### src/rtl/apb_req_master_pkg.sv
//------------------------------------------------------------------------------
// Module   : apb_req_master_pkg
// Brief    : Shared state encoding, protection type and defaults for apb_req_master.
// Revision : 1.0 - initial release
//------------------------------------------------------------------------------
`default_nettype none

package apb_req_master_pkg;

    typedef enum logic [1:0] {
        IDLE   = 2'd0,
        SETUP  = 2'd1,
        ACCESS = 2'd2,
        RESP   = 2'd3
    } state_e;

    typedef logic [2:0] prot_t;

    localparam prot_t PROT_DEFAULT = 3'b000;

endpackage

`default_nettype wire

### src/rtl/apb_req_master.sv
//------------------------------------------------------------------------------
// Module   : apb_req_master
// Brief    : Valid/ready request/response channel to single APB transfers.
//            Optional ACCESS timeout: define APB_REQ_MASTER_TIMEOUT_EN.
// Revision : 1.0 - initial release
//------------------------------------------------------------------------------
`default_nettype none

module apb_req_master
    import apb_req_master_pkg::*;
#(
    parameter int ADDR_WIDTH     = 32,
    parameter int DATA_WIDTH     = 32,
    parameter int STRB_WIDTH     = DATA_WIDTH / 8,
    parameter int TIMEOUT_CYCLES = 256
) (
    input  logic                  clk_i,
    input  logic                  rst_i,
    input  logic                  req_valid_i,
    output logic                  req_ready_o,
    input  logic [ADDR_WIDTH-1:0] req_addr_i,
    input  logic                  req_write_i,
    input  logic [DATA_WIDTH-1:0] req_wdata_i,
    input  logic [STRB_WIDTH-1:0] req_strb_i,
    input  logic [2:0]            req_prot_i,
    output logic                  rsp_valid_o,
    input  logic                  rsp_ready_i,
    output logic [DATA_WIDTH-1:0] rsp_rdata_o,
    output logic                  rsp_err_o,
    output logic [ADDR_WIDTH-1:0] paddr_o,
    output logic [2:0]            pprot_o,
    output logic                  psel_o,
    output logic                  penable_o,
    output logic                  pwrite_o,
    output logic [DATA_WIDTH-1:0] pwdata_o,
    output logic [STRB_WIDTH-1:0] pstrb_o,
    input  logic [DATA_WIDTH-1:0] prdata_i,
    input  logic                  pready_i,
    input  logic                  pslverr_i
);

    typedef logic [ADDR_WIDTH-1:0] addr_t;
    typedef logic [DATA_WIDTH-1:0] data_t;
    typedef logic [STRB_WIDTH-1:0] strb_t;

    if ((DATA_WIDTH % 8 != 0) || (TIMEOUT_CYCLES < 1)) begin : g_param_check
        $error("apb_req_master: illegal DATA_WIDTH or TIMEOUT_CYCLES");
    end

    state_e r_state;
    state_e w_state_next;
    logic   w_accept;
    logic   w_done;
    logic   w_timeout;
    logic   w_to_hit;

    logic   r_req_ready;
    logic   r_rsp_valid;
    data_t  r_rsp_rdata;
    logic   r_rsp_err;
    addr_t  r_paddr;
    prot_t  r_pprot;
    logic   r_psel;
    logic   r_penable;
    logic   r_pwrite;
    data_t  r_pwdata;
    strb_t  r_pstrb;

`ifdef APB_REQ_MASTER_TIMEOUT_EN
    localparam int CNT_WIDTH = $clog2(TIMEOUT_CYCLES + 1);
    localparam logic [CNT_WIDTH-1:0] c_CNT_LAST = CNT_WIDTH'(TIMEOUT_CYCLES - 1);

    logic [CNT_WIDTH-1:0] r_cnt;

    // Abort fires in the TIMEOUT_CYCLES-th ACCESS cycle that still sees no pready.
    assign w_to_hit = (r_cnt == c_CNT_LAST);

    always_ff @(posedge clk_i or posedge rst_i) begin
        if (rst_i) begin
            r_cnt <= '0;
        end else if (w_accept) begin
            r_cnt <= '0;
        end else if ((r_state == ACCESS) && !pready_i) begin
            r_cnt <= r_cnt + 1'b1;
        end
    end
`else
    assign w_to_hit = 1'b0;
`endif

    always_ff @(posedge clk_i or posedge rst_i) begin
        if (rst_i) begin
            r_state <= IDLE;
        end else begin
            r_state <= w_state_next;
        end
    end

    always_comb begin
        w_state_next = r_state;
        w_accept     = 1'b0;
        w_done       = 1'b0;
        w_timeout    = 1'b0;
        case (r_state)
            IDLE: begin
                if (req_valid_i && r_req_ready) begin
                    w_accept     = 1'b1;
                    w_state_next = SETUP;
                end
            end
            SETUP: w_state_next = ACCESS;
            ACCESS: begin
                if (pready_i) begin
                    w_done       = 1'b1;
                    w_state_next = RESP;
                end else if (w_to_hit) begin
                    w_timeout    = 1'b1;
                    w_state_next = RESP;
                end
            end
            RESP: begin
                if (rsp_ready_i) begin
                    w_state_next = IDLE;
                end
            end
            default: w_state_next = IDLE;
        endcase
    end

    // req_ready is registered so it reads 0 while reset is held.
    always_ff @(posedge clk_i or posedge rst_i) begin
        if (rst_i) begin
            r_req_ready <= 1'b0;
            r_rsp_valid <= 1'b0;
            r_rsp_rdata <= '0;
            r_rsp_err   <= 1'b0;
            r_paddr     <= '0;
            r_pprot     <= PROT_DEFAULT;
            r_psel      <= 1'b0;
            r_penable   <= 1'b0;
            r_pwrite    <= 1'b0;
            r_pwdata    <= '0;
            r_pstrb     <= '0;
        end else begin
            r_req_ready <= (w_state_next == IDLE);
            if (w_accept) begin
                r_paddr  <= req_addr_i;
                r_pprot  <= req_prot_i;
                r_pwrite <= req_write_i;
                r_pwdata <= req_write_i ? req_wdata_i : '0;
                r_pstrb  <= req_write_i ? req_strb_i : '0;
                r_psel   <= 1'b1;
            end
            if (r_state == SETUP) begin
                r_penable <= 1'b1;
            end
            if (w_done) begin
                r_rsp_rdata <= r_pwrite ? '0 : prdata_i;
                r_rsp_err   <= pslverr_i;
            end
            if (w_timeout) begin
                r_rsp_rdata <= '0;
                r_rsp_err   <= 1'b1;
            end
            if (w_done || w_timeout) begin
                r_psel      <= 1'b0;
                r_penable   <= 1'b0;
                r_rsp_valid <= 1'b1;
            end
            if ((r_state == RESP) && rsp_ready_i) begin
                r_rsp_valid <= 1'b0;
            end
        end
    end

    assign req_ready_o = r_req_ready;
    assign rsp_valid_o = r_rsp_valid;
    assign rsp_rdata_o = r_rsp_rdata;
    assign rsp_err_o   = r_rsp_err;
    assign paddr_o     = r_paddr;
    assign pprot_o     = r_pprot;
    assign psel_o      = r_psel;
    assign penable_o   = r_penable;
    assign pwrite_o    = r_pwrite;
    assign pwdata_o    = r_pwdata;
    assign pstrb_o     = r_pstrb;

endmodule

`default_nettype wire

### config.mk
export PLATFORM = sky130hd
export DESIGN_NAME = apb_req_master
export DESIGN_NICKNAME = d
export VERILOG_FILES = /design/src/rtl/apb_req_master_pkg.sv /design/src/rtl/apb_req_master.sv
export SDC_FILE = /design/constraint.sdc
export NUM_CORES = 1
export LEC_CHECK = 0
export CAP_MARGIN = 15
export CORE_UTILIZATION = 44
export DETAILED_ROUTE_END_ITERATION = 8
export GPL_TIMING_DRIVEN = 0
export PLACE_DENSITY = 0.86
export RECOVER_POWER = 50
export SETUP_SLACK_MARGIN = 0.05
export SLEW_MARGIN = 20
export SYNTH_ARGS = -nofsm -noshare
export SYNTH_HDL_FRONTEND = slang
export SYNTH_SLANG_ARGS = --single-unit
### constraint.sdc
create_clock -name clk_i -period 5.7 [get_ports clk_i]
set_clock_uncertainty 0.05 [all_clocks]
set_input_delay 0.855 -clock clk_i [delete_from_list [all_inputs] [get_ports clk_i]]
set_output_delay 0.855 -clock clk_i [all_outputs]
set_load 0.03 [all_outputs]
==> results of run 1 <==
[kinds of logic (layout without fill, tap and decap cells)]
family | count (synthesis) | in the layout
and+or+nand+nor | 146 | 146
AOI/OAI and AO/OA | 75 | 75
muxes | 37 | 37
DFF | 111 | 111
buffers and inverters | 30 | 263
[sequential cells by signal, summed over array words and instances, names as in the netlist]
name         cells
pprot_o          3
paddr_o         32
penable_o        1
pwrite_o         1
rsp_valid_o      1
psel_o           1
req_ready_o      1
rsp_err_o        1
pstrb_o          4
rsp_rdata_o     32
r_state          2
pwdata_o        32
[area by class of cell]
cell class                      count  area [um2]
Multi-Input combinational cell    258        1460
Tap cell                          133         166
Fill cell                         730        2890
Inverter                            2        8.76
Sequential cell                   111        2780
Clock inverter                      3        90.1
Clock buffer                       12         155
Timing Repair Buffer              218        2200
Buffer                             28         123
[power groups by stage]
| stage | clock network [mW] | registers [mW] | logic [mW] |
|---|---|---|---|
| global placement | 0 | 1.32 | 2.09 |
| global route | 0.603 | 1.37 | 2.14 |
| finish | 0.560 | 1.32 | 2.01 |
| detailed placement | 0 | 1.35 | 2.13 |
| CTS | 0.576 | 1.33 | 2.14 |
| floorplan | 0 | 2.00 | 0.532 |
[worst max-delay path by stage]
stage,startpoint,end,slack (ns),depth (start not counted)
2_1_floorplan,rst_i,paddr_o[0],1.86,1
3_3_place_gp,rst_i,pstrb_o[2],0.43,2
3_5_place_dp,req_valid_i,pwdata_o[25],3.30,5
4_1_cts,pwrite_o,pwrite_o,3.22,1
5_1_grt,rst_i,pwdata_o[29],2.15,2
6_report,rst_i,pwdata_o[24],2.60,2
[layer usage]
metal	vias to the layer above	global-route usage [%]	wire length, um
li1	1763	-	-
met1	1776	25.7	4540
met2	161	41.6	6230
met3	24	6.85	1140
met4	0	10.7	331
met5	-	0	0
[metrics by stage]
| stage | power [mW] | instance area (um2) | util (%) | setup slack [ns] | hold WS, ns |
|---|---|---|---|---|---|
| floorplan | 2.53 | 4530 | - | 1.86 | 0.479 |
| global placement | 3.41 | 6870 | 69.6 | 0.431 | 0.411 |
| detailed placement | 3.47 | 6900 | 70.0 | 3.30 | 0.420 |
| CTS | 4.04 | 7150 | 72.5 | 3.22 | 0.441 |
| global route | 4.12 | 6980 | 70.7 | 2.15 | 0.466 |
| finish | 3.89 | 6980 | 70.7 | 2.60 | 0.435 |
[cell usage after synthesis (all sizes together)]
cell type / instances / area share [%]
nand2b: 32 / 4.4
o21a: 2 / 0.33
nand3: 1 / 0.11
dfrtp: 111 / 61
nand3b: 1 / 0.17
nor2: 2 / 0.17
a21oi: 2 / 0.22
o211ai: 1 / 0.17
nand4bb: 1 / 0.25
clkbuf: 14 / 1.2
buf: 14 / 2.6
o21ai: 70 / 7.7
mux2: 37 / 12
inv: 2 / 0.17
nor3: 1 / 0.11
nand2: 108 / 8.9
==> summary.md, run 1 <==
| Metric | Value |
|---|---|
| Run status | finished, violations left |
| Violated checks | max-capacitance violations, max-slew violations |
| Post-Syn Nets | 509 |
| Critical path, cell by cell | dlygate4sd3_1 -> clkinvlp_2 |
| Mean cell area of the mapped netlist | 11.4 um2 |
| Worst Reg2Reg Path Length in Cells | 7 |
| Worst relative slew slack | -93.3% |
| Synthesized-area fraction occupied by ao, oa, aoi and oai cells | 8.45% |
| Max stage delay cell, worst path | clkinvlp_2 |
| Worst EP required | 5.68 ns |
| Arrival time reported for the critical path endpoint | 3.08 ns |
| Number of hold violations in the final report | 0 |
| Tcrit/Tclk final | 54.4% |
| Total via count after detailed routing | 3724 |
| Iteration-0 DRC count of the detailed router | 80 |
| Main combinational cell family by area after synthesis | simple AND/OR/NAND/NOR gates |
| Setup slack, reg-to-reg | 3.31 ns |
| Count of distinct cell types in the synthesized netlist | 20 |
| Number of search-and-repair iterations in the first detailed-routing pass | 4 |
| Via-to-Cell Ratio | 4.87 |
| Quantity of gates resized following cts | 0 |
| Final setup violating endpoints | 0 |
| Wire length of the first global-routing pass | 18.5 mm |
| Post-DP HPWL | 9.48 mm |
| Number of top-level design ports | 219 |
| Switching share of power | 40.7% |
| Number of instances in the synthesized netlist | 399 |
| Setup repair after global routing missed its margin | no |
| Root Buffer Master | clkbuf_8 |
| Final weighted congestion in routability-driven placement | 0.772 |
| Clock period minus final worst setup slack | 3.10 ns |
| Drc violations | 0 |
| Pin count of the biggest net entering global routing | 66 |
| Clock tree from TritonCTS | done |
| Synthesized flop and latch total | 111 |
| Worst supply voltage drop on vdd | 0.270 mV |
| Number of buffer and inverter instances along the worst setup path | 2 |
| F_max | 322 MHz |
| Clock tree sinks | 111 |
| Hold Buf Count CTS | 0 |
| Grt total ovfl | 0 |
| Post-Route Setup TNS | 0 ns |
| Part of the Yosys area used for sequential elements | 61.3% |
| Clk network pwr share | 14.4% |
| Layout Cells excl Fill | 765 |
| Drt wl/cell | 16.0 um |
| Slowest stage delay, CP | 1.64 ns |
| Xor/xnor cell area share of the yosys netlist | 0% |
| P&R area growth vs syn | 54.0% |
| Chip Height | 103 um |
| Total routed wirelength | 12.2 mm |
| Adder and majority cell fraction of the synthesized area | 0% |
| Standby leakage power | 3.04 nW |
| Internal power consumption | 2.31 mW |
| Buffers on Ports | 217 |
| Measured slew at the worst slew-check pin | 2.88 ns |
| Number of buffers inserted during clock tree synthesis | 9 |
| CTS clock-pin slew for the worst setup and hold paths | 0.10 ns |
| Number of buffers between clock root and the deepest sink | 2 |
| Crit Path Class | in2async |
| Terminating pin of the worst hold path | rsp_rdata_o[6] |
| Final max-slew violation count | 65 |
| Chip Width | 103 um |
| Post-synthesis cell area | 4530 um2 |
| Kind of start point of the critical path | primary input |
| Critical Path Sink Type | asynchronous set/reset pin |
| Multiplexer share of the synthesized area | 12.2% |
| Initial Util | 45.9% |
| Antenna violations before repair | 0 |
| Max capacitance violation total | 1 |
| H-tree depth | 3 |
| End of the worst register-to-register path | pstrb_o[3] |
| Simple-Gate Fraction of Synth Area | 14.2% |
| Clk Latency, worst-skew pair | 0.37 ns |
| Hold path cells | 2 |
| Core Footprint | 9860 um2 |
| Global-route usage over all layers | 23.3% |
| Combinational Power Share | 51.6% |
| Setup Buffers After CTS | 0 |
| Number of global-route vias before repair | 3736 |
| Residual antenna-violating net count after detailed routing | 0 |
| Start point of the worst min-delay path | rsp_rdata_o[6] |
| CP Max Fanout | 65 |
| Leading cell types in the layout, fill and taps excluded | clkdlybuf4s50_1 (213), dfrtp_1 (111), nand2_1 (108) |
| Total net switching power | 1.58 mW |
| Die Outline Area | 10700 um2 |
| Startpoint of the lowest-slack register-to-register path | r_state[0] |
| # nets final | 738 |
| Row cnt | 36 |
| Power share of the sequential group | 34.0% |
| PD cells | 558 nW/um2 |
| Number of instances in the placed design | 750 |
| Total of warnings raised by yosys | 0 |
| Hold Path Class | reg2reg |
| Antenna Cells | 0 |
| Top Family by Delay on Critical Path | buffers and inverters |
| Leading cell type in the layout, fill and taps excluded | clkdlybuf4s50_1 |
| Fraction of layout instances using a drive strength above 1 | 3.96% |
(Power assumes the default switching activity.)
==> run 2, diff against run 1 <==
--- a/config.mk
+++ b/config.mk
@@ -6,10 +6,10 @@
 export NUM_CORES = 1
 export LEC_CHECK = 0
 export CAP_MARGIN = 15
-export CORE_UTILIZATION = 44
+export CORE_UTILIZATION = 41
 export DETAILED_ROUTE_END_ITERATION = 8
 export GPL_TIMING_DRIVEN = 0
-export PLACE_DENSITY = 0.86
+export PLACE_DENSITY = 0.81
 export RECOVER_POWER = 50
 export SETUP_SLACK_MARGIN = 0.05
 export SLEW_MARGIN = 20
==> constraint.sdc (replaced) <==
create_clock -name clk_i -period 3.05 [get_ports clk_i]
set_clock_uncertainty 0.05 [all_clocks]
set_input_delay 0.4575 -clock clk_i [delete_from_list [all_inputs] [get_ports clk_i]]
set_output_delay 0.4575 -clock clk_i [all_outputs]
set_load 0.03 [all_outputs]
==> run 2 against run 1 <==
Power rose by 87%. Register-to-register slack got worse by 2.4 ns. First-iteration DRC count increased by 63%. Cell count grew 1.3%. Global-route usage down 1.6 points. Clock power up 79%. Critical path type is now in2reg. The run now ends clean. Setup slack worse by 1.9 ns. Utilization decreased by 5.6 points.
==> summary.md, run 2 (synthesis results as in run 1) <==
| Metric | Value |
|---|---|
| Fill cell total of the finished layout | 879 (+20%) |
| Pin count of the biggest net entering global routing | 35 (-47%) |
| Kind of start point of the critical path | primary input |
| Most frequent cell on the critical path | clkbuf_1 |
| H-tree depth | 3 (unchanged) |
| Total routed wirelength | 12.0 mm (-2.0%) |
| Hold Buf Count CTS | 0 (unchanged) |
| Critical path, cell by cell | dlygate4sd3_1 -> nand4bb_1 -> clkbuf_1 -> clkbuf_1 -> mux2_1 |
| Core Footprint | 10800 um2 (+9.4%) |
| Final weighted congestion in routability-driven placement | 0.783 (+1.3%) |
| Critical Path Sink Type | flip-flop |
| Iteration-0 DRC count of the detailed router | 130 (+63%) |
| Drc violations | 0 (unchanged) |
| Number of global-route vias before repair | 3948 (+5.7%) |
| Total net switching power | 2.99 mW (+89%) |
| F_max | 430 MHz |
| Chip Height | 107 um (+3.5%) |
| Clock period minus final worst setup slack | 2.33 ns |
| Total via count after detailed routing | 3773 (+1.3%) |
| Post-DP HPWL | 9.23 mm (-2.6%) |
| Buffers on Ports | 217 (unchanged) |
| CTS clock-pin slew for the worst setup and hold paths | 0.10 ns (about the same) |
| Residual antenna-violating net count after detailed routing | 0 (unchanged) |
| PD cells | 1040 nW/um2 (+85%) |
| Global-route usage over all layers | 21.7% (-1.6 points) |
| Crit Path Class | in2reg |
| Antenna violations before repair | 0 (unchanged) |
| Grt total ovfl | 0 (unchanged) |
| Switching share of power | 41.2% (+0.49 points) |
| Internal power consumption | 4.28 mW (+85%) |
| Leading cell types in the layout, fill and taps excluded | clkdlybuf4s50_1 (213), dfrtp_1 (111), nand2_1 (108) |
| Combinational Power Share | 52.2% (+0.6 points) |
| Post-placement worst setup slack | 1.09 ns (-2.21 ns) |
| Worst EP required | 3.26 ns (-2.42 ns) |
| Measured slew at the worst slew-check pin | 1.01 ns (-1.87 ns) |
| Row cnt | 38 (+5.6%) |
| P&R area growth vs syn | 55.1% |
| Clk Latency, worst-skew pair | 0.37 ns (about the same) |
| Chip Width | 107 um (+3.5%) |
| Hold Path Class | in2reg |
| Slowest stage delay, CP | 0.56 ns (-1.08 ns) |
| Final setup margin | 0.724 ns (-1.87 ns) |
| Via-to-Cell Ratio | 4.87 (about the same) |
| Number of buffers between clock root and the deepest sink | 2 (unchanged) |
| Clk network pwr share | 13.8% (-0.6 points) |
| Arrival time reported for the critical path endpoint | 2.53 ns (-0.55 ns) |
| Wire length of the first global-routing pass | 19.1 mm (+2.9%) |
| Initial Util | 42.0% (-4.0 points) |
| Top Family by Delay on Critical Path | buffers and inverters |
| Number of hold violations in the final report | 0 (unchanged) |
| Quantity of gates resized following cts | 0 (unchanged) |
| Area taken by multi-input logic gates | 1480 um2 (+1.5%) |
| Clock tree sinks | 111 (unchanged) |
| Power share of the sequential group | 34.0% (about the same) |
| Root Buffer Master | clkbuf_8 |
| Run status | complete, no violations |
| Worst supply voltage drop on vdd | 0.508 mV (+88%) |
| Antenna Cells | 0 (unchanged) |
| Sequential cell area | 2780 um2 (unchanged) |
| Clock tree from TritonCTS | done |
| Max capacitance violation total | 0 (-1) |
| Number of buffers inserted during clock tree synthesis | 9 (unchanged) |
| Fraction of layout instances using a drive strength above 1 | 5.67% (+1.7 points) |
| Max stage delay cell, worst path | dlygate4sd3_1 |
| Worst relative slew slack | 32.4% (+130 points) |
| Drt wl/cell | 15.5 um (-3.2%) |
| Setup Buffers After CTS | 0 (unchanged) |
| Final max-slew violation count | 0 (-100%) |
| # nets final | 740 (+0.27%) |
| Leading cell type in the layout, fill and taps excluded | clkdlybuf4s50_1 |
| Number of buffer and inverter instances along the worst setup path | 3 (+1) |
| Setup repair after global routing missed its margin | no |
| Die Outline Area | 11500 um2 (+7.2%) |
| Final setup violating endpoints | 0 (unchanged) |
| Standby leakage power | 3.08 nW (+1.3%) |
| Post-Route Setup TNS | 0 ns (unchanged) |
| Number of top-level design ports | 219 (unchanged) |
| Tcrit/Tclk final | 76.3% |
| CP Max Fanout | 10 (-85%) |
| Number of search-and-repair iterations in the first detailed-routing pass | 4 (unchanged) |
==> run 2: cell types whose count changed in the layout (fill, tap and decap cells not counted) <==
cell / previous run / this run
mux2_1: 32 / 26
mux2_4: 4 / 10
buf_12: 0 / 2
buf_6: 2 / 4
clkbuf_1: 25 / 23
buf_16: 1 / 0
bufinv_16: 3 / 2
clkbuf_2: 0 / 1
clkinvlp_4: 0 / 1
inv_6: 0 / 1
o21ai_0: 68 / 67
o21ai_1: 2 / 3
==> run 2: through the flow <==
stage	hold WS [ns]	cells	power (mW)	util (%)	area [um2]
after floorplan	0.479	399	4.73	-	4530
after global placement	0.412	756	6.36	63.8	6880
after detailed placement	0.420	759	6.49	64.3	6940
after CTS	0.361	775	7.51	66.5	7170
after global routing	0.384	775	7.65	65.1	7030
final	0.374	775	7.27	65.1	7030
==> run 2: worst paths after layout <==
| check | to | depth (start not counted) | slack [ns] | from |
|---|---|---|---|---|
| setup / recovery | paddr_o[18] | 5 | 0.72 | req_valid_i |
| hold / removal | pwdata_o[20] | 3 | 0.37 | req_write_i |
| setup reg to reg | paddr_o[18] | 5 | 0.88 | r_state[0] |
| hold reg to reg | pwdata_o[12] | 2 | 0.44 | pwdata_o[12] |
| max in group asynchronous | pstrb_o[3] | 4 | 0.81 | rst_i |
| min in group asynchronous | rsp_rdata_o[11] | 2 | 0.66 | rst_i |
==> run 2: routing by layer <==
metal / global-route usage [%] / part of all wire, % / vias up / wire, um
met3: 4.32 / 6.4 / 29 / 769
li1: - / - / 1761 / -
met2: 38.0 / 51 / 156 / 6140
met1: 25.0 / 39 / 1827 / 4700
met4: 11.5 / 3.2 / 0 / 386
met5: 0 / 0 / - / 0
==> run 2: final cells by class <==
type                            count  area share, %
Tap cell                          140           2.49
Sequential cell                   111           39.5
Multi-Input combinational cell    258           21.0
Inverter                            2          0.125
Buffer                             28           1.96
Clock inverter                      4           1.09
Clock buffer                       12           2.21
Timing Repair Buffer              220           31.6
==> run 2: power groups by stage <==
| stage | Sequential, mW | Combinational (mW) | Clock [mW] |
|---|---|---|---|
| CTS | 2.49 | 3.99 | 1.02 |
| detailed placement | 2.51 | 3.98 | 0 |
| finish | 2.48 | 3.80 | 1.00 |
| global route | 2.55 | 4.02 | 1.08 |
| floorplan | 3.74 | 0.994 | 0 |
| global placement | 2.47 | 3.90 | 0 |
==> run 2: worst register-to-register path, delay by kind of cell, from the launching register on <==
| kind | cells | cell delay, ns |
|---|---|---|
| AND/OR/NAND/NOR | 1 | 0.13 |
| buffers and inverters | 3 | 1.13 |
| multiplexers | 1 | 0.39 |
| flip-flops | 1 | 0.35 |
==> run 3, diff against run 2 <==
--- a/config.mk
+++ b/config.mk
@@ -6,10 +6,10 @@
 export NUM_CORES = 1
 export LEC_CHECK = 0
 export CAP_MARGIN = 15
-export CORE_UTILIZATION = 41
+export CORE_UTILIZATION = 37
 export DETAILED_ROUTE_END_ITERATION = 8
 export GPL_TIMING_DRIVEN = 0
-export PLACE_DENSITY = 0.81
+export PLACE_DENSITY = 0.77
 export RECOVER_POWER = 50
 export SETUP_SLACK_MARGIN = 0.05
 export SLEW_MARGIN = 20
==> constraint.sdc (replaced) <==
create_clock -name clk_i -period 2.1 [get_ports clk_i]
set_clock_uncertainty 0.05 [all_clocks]
set_input_delay 0.315 -clock clk_i [delete_from_list [all_inputs] [get_ports clk_i]]
set_output_delay 0.315 -clock clk_i [all_outputs]
set_load 0.03 [all_outputs]
==> run 3 against run 2 <==
Routed wire length up 1.7%. Clock-buffer cell count unchanged. Power up 50%. Final area up 1.9%. Critical path type is now reg2out. Critical endpoint is now pwrite_o. Non-clock buffer count unchanged. Register-to-register slack worse by 0.62 ns. Worst hold slack worse by 0.11 ns. Cell count up 0.77%. Flip-flop and latch count unchanged. First-iteration DRC count up 1.5%. Utilization down 5.3 points.
==> summary.md, run 3 (synthesis results as in run 1) <==
| Metric | Value |
|---|---|
| Chip Width | 113 um (+5.2%) |
| Switching share of power | 40.3% (-0.85 points) |
| Arrival time reported for the critical path endpoint | 1.51 ns (-1.02 ns) |
| Row cnt | 40 (+5.3%) |
| Power share of the sequential group | 33.1% (-0.9 points) |
| Number of buffer and inverter instances along the worst setup path | 1 (-2) |
| Final core utilization | 59.8% (-5.3 points) |
| Worst supply voltage drop on vdd | 0.634 mV (+25%) |
| PD cells | 1520 nW/um2 (+47%) |
| Busiest grt layer | met2 |
| Final setup violating endpoints | 0 (unchanged) |
| Root Buffer Master | clkbuf_16 |
| Internal power consumption | 6.50 mW (+52%) |
| Run status | complete, no violations |
| Number of search-and-repair iterations in the first detailed-routing pass | 4 (unchanged) |
| Clock period minus final worst setup slack | 1.87 ns |
| Worst EP required | 1.74 ns (-1.52 ns) |
| H-tree depth | 3 (unchanged) |
| Startpoint of the lowest-slack register-to-register path | r_state[0] |
| Global routing usage on met3 | 4.86% (+0.54 points) |
| Number of instances in the placed design | 766 (+0.92%) |
| Design Area, Final | 7160 um2 (+1.9%) |
| Cell Area, Placed | 6960 um2 (+0.23%) |
| Max capacitance violation total | 0 (unchanged) |
| Kind of start point of the critical path | flip-flop |
| Iteration-0 DRC count of the detailed router | 132 (+1.5%) |
| Global-route usage over all layers | 20.3% (-1.4 points) |
| Slowest stage delay, CP | 0.71 ns (+0.15 ns) |
| Hold Path Class | in2reg |
| Number of buffers between clock root and the deepest sink | 2 (unchanged) |
| P&R area growth vs syn | 58.0% |
| Quantity of gates resized following cts | 0 (unchanged) |
| Drt wl/cell | 15.6 um (+0.94%) |
| Total routed wirelength | 12.2 mm (+1.7%) |
| Residual antenna-violating net count after detailed routing | 0 (unchanged) |
| Clock tree from TritonCTS | done |
| Clk Latency, worst-skew pair | 0.35 ns (-0.02 ns) |
| Setup repair after global routing missed its margin | no |
| Chip Height | 113 um (+5.2%) |
| Max stage delay cell, worst path | clkdlybuf4s50_1 |
| Critical path, cell by cell | clkdlybuf4s50_1 |
| Wire length of the first global-routing pass | 19.9 mm (+4.2%) |
| Measured slew at the worst slew-check pin | 1.21 ns (+0.203 ns) |
| Crit Path Class | reg2out |
| Fraction of layout instances using a drive strength above 1 | 7.26% (+1.6 points) |
| Clk network pwr share | 15.7% (+1.9 points) |
| Via-to-Cell Ratio | 4.78 (-1.8%) |
| Die Outline Area | 12700 um2 (+11%) |
| Critical Path Sink Type | output pin |
| Drc violations | 0 (unchanged) |
| Core Footprint | 12000 um2 (+11%) |
| Setup slack, reg-to-reg | 0.26 ns (-0.62 ns) |
| Number of buffers inserted during clock tree synthesis | 9 (unchanged) |
| Pin count of the biggest net entering global routing | 36 (+2.9%) |
| Tcrit/Tclk final | 89.2% |
| CP Max Fanout | 7 (-3) |
| Hold Buf Count CTS | 0 (unchanged) |
| # nets final | 740 (unchanged) |
| Worst relative slew slack | 18.8% (-14 points) |
| Antenna violations before repair | 0 (unchanged) |
| Leading cell types in the layout, fill and taps excluded | clkdlybuf4s50_1 (216), dfrtp_1 (111), nand2_1 (108) |
| Worst Reg2Reg Path Length in Cells | 5 (unchanged) |
| Total via count after detailed routing | 3733 (-1.1%) |
| Top Family by Delay on Critical Path | buffers and inverters |
| Number of gates on the worst path with buffers counted | 1 (-4) |
| Antenna Cells | 0 (unchanged) |
| Crit path to | pwrite_o |
| Routing usage on met1 | 24.4% (-0.56 points) |
| Leading cell type in the layout, fill and taps excluded | clkdlybuf4s50_1 |
| Source of the critical timing path | pwrite_o |
| Total net switching power | 4.39 mW (+47%) |
| Initial Util | 37.9% (-4.1 points) |
| F_max | 534 MHz |
| Met2 routing resource usage after global routing | 34.9% (-3.2 points) |
| CTS clock-pin slew for the worst setup and hold paths | 0.07 ns (-0.03 ns) |
| Final max-slew violation count | 0 (unchanged) |
| Number of top-level design ports | 219 (unchanged) |
| Number of global-route vias before repair | 3872 (-1.9%) |
| Grt total ovfl | 0 (unchanged) |
| End of the worst register-to-register path | pprot_o[0] |
| Clock tree sinks | 111 (unchanged) |
| Buffers on Ports | 217 (unchanged) |
| Combinational Power Share | 51.2% (-1.0 points) |
| Post-DP HPWL | 9.38 mm (+1.6%) |
| Setup Buffers After CTS | 0 (unchanged) |
| Layout Cells excl Fill | 781 (+0.77%) |
| Number of hold violations in the final report | 0 (unchanged) |
| Final weighted congestion in routability-driven placement | 0.742 (-5.2%) |
| Standby leakage power | 3.15 nW (+2.5%) |
[run 3: cell count changes in the layout (fill, tap and decap cells not counted), sizes merged]
cell and delta:
inv -1, buf +7, clkdlybuf4s50 +3, bufinv -1, clkbuf -7, clkinv +1
dlygate4sd3 -3
[run 3: metrics by stage]
step	hold WS (ns)	setup WS, ns	TNS, ns	power, mW
2_1_floorplan	0.389	0.392	0	6.88
3_3_place_gp	0.411	-0.625	-68.57	9.28
3_5_place_dp	0.421	0.266	0	9.43
4_1_cts	0.252	0.215	0	11.2
5_1_grt	0.280	0.102	0	11.5
6_report	0.260	0.226	0	10.9
[run 3: layout make-up]
cell class,count,area (um2)
Buffer,28,155
Tap cell,147,184
Fill cell,961,4800
Inverter,2,8.76
Timing Repair Buffer,220,2240
Clock inverter,3,42.5
Clock buffer,12,256
Multi-Input combinational cell,258,1490
Sequential cell,111,2780
[run 3: how the worst min path moves through the flow]
stage            startpoint      endpoint  slack (ns)  cells past startpoint
2_1_floorplan   rsp_ready_i    r_state[0]        0.39                      1
4_1_cts         req_write_i  pwdata_o[22]        0.25                      3
3_5_place_dp   pwdata_o[22]  pwdata_o[22]        0.42                      2
5_1_grt         req_write_i  pwdata_o[18]        0.28                      3
6_report        req_write_i  pwdata_o[18]        0.26                      3
3_3_place_gp   pwdata_o[11]  pwdata_o[11]        0.41                      2
[run 3: layer usage]
| layer | vias to the layer above | wire (um) |
|---|---|---|
| met5 | - | 0 |
| met2 | 152 | 6110 |
| li1 | 1763 | - |
| met3 | 18 | 826 |
| met4 | 0 | 243 |
| met1 | 1800 | 5030 |
[run 3: power groups by stage]
stage / sequential [mW] / clock, mW / combinational (mW)
floorplan: 5.43 / 0 / 1.44
global placement: 3.60 / 0 / 5.68
detailed placement: 3.65 / 0 / 5.79
CTS: 3.62 / 1.76 / 5.82
global route: 3.72 / 1.85 / 5.90
finish: 3.60 / 1.71 / 5.57
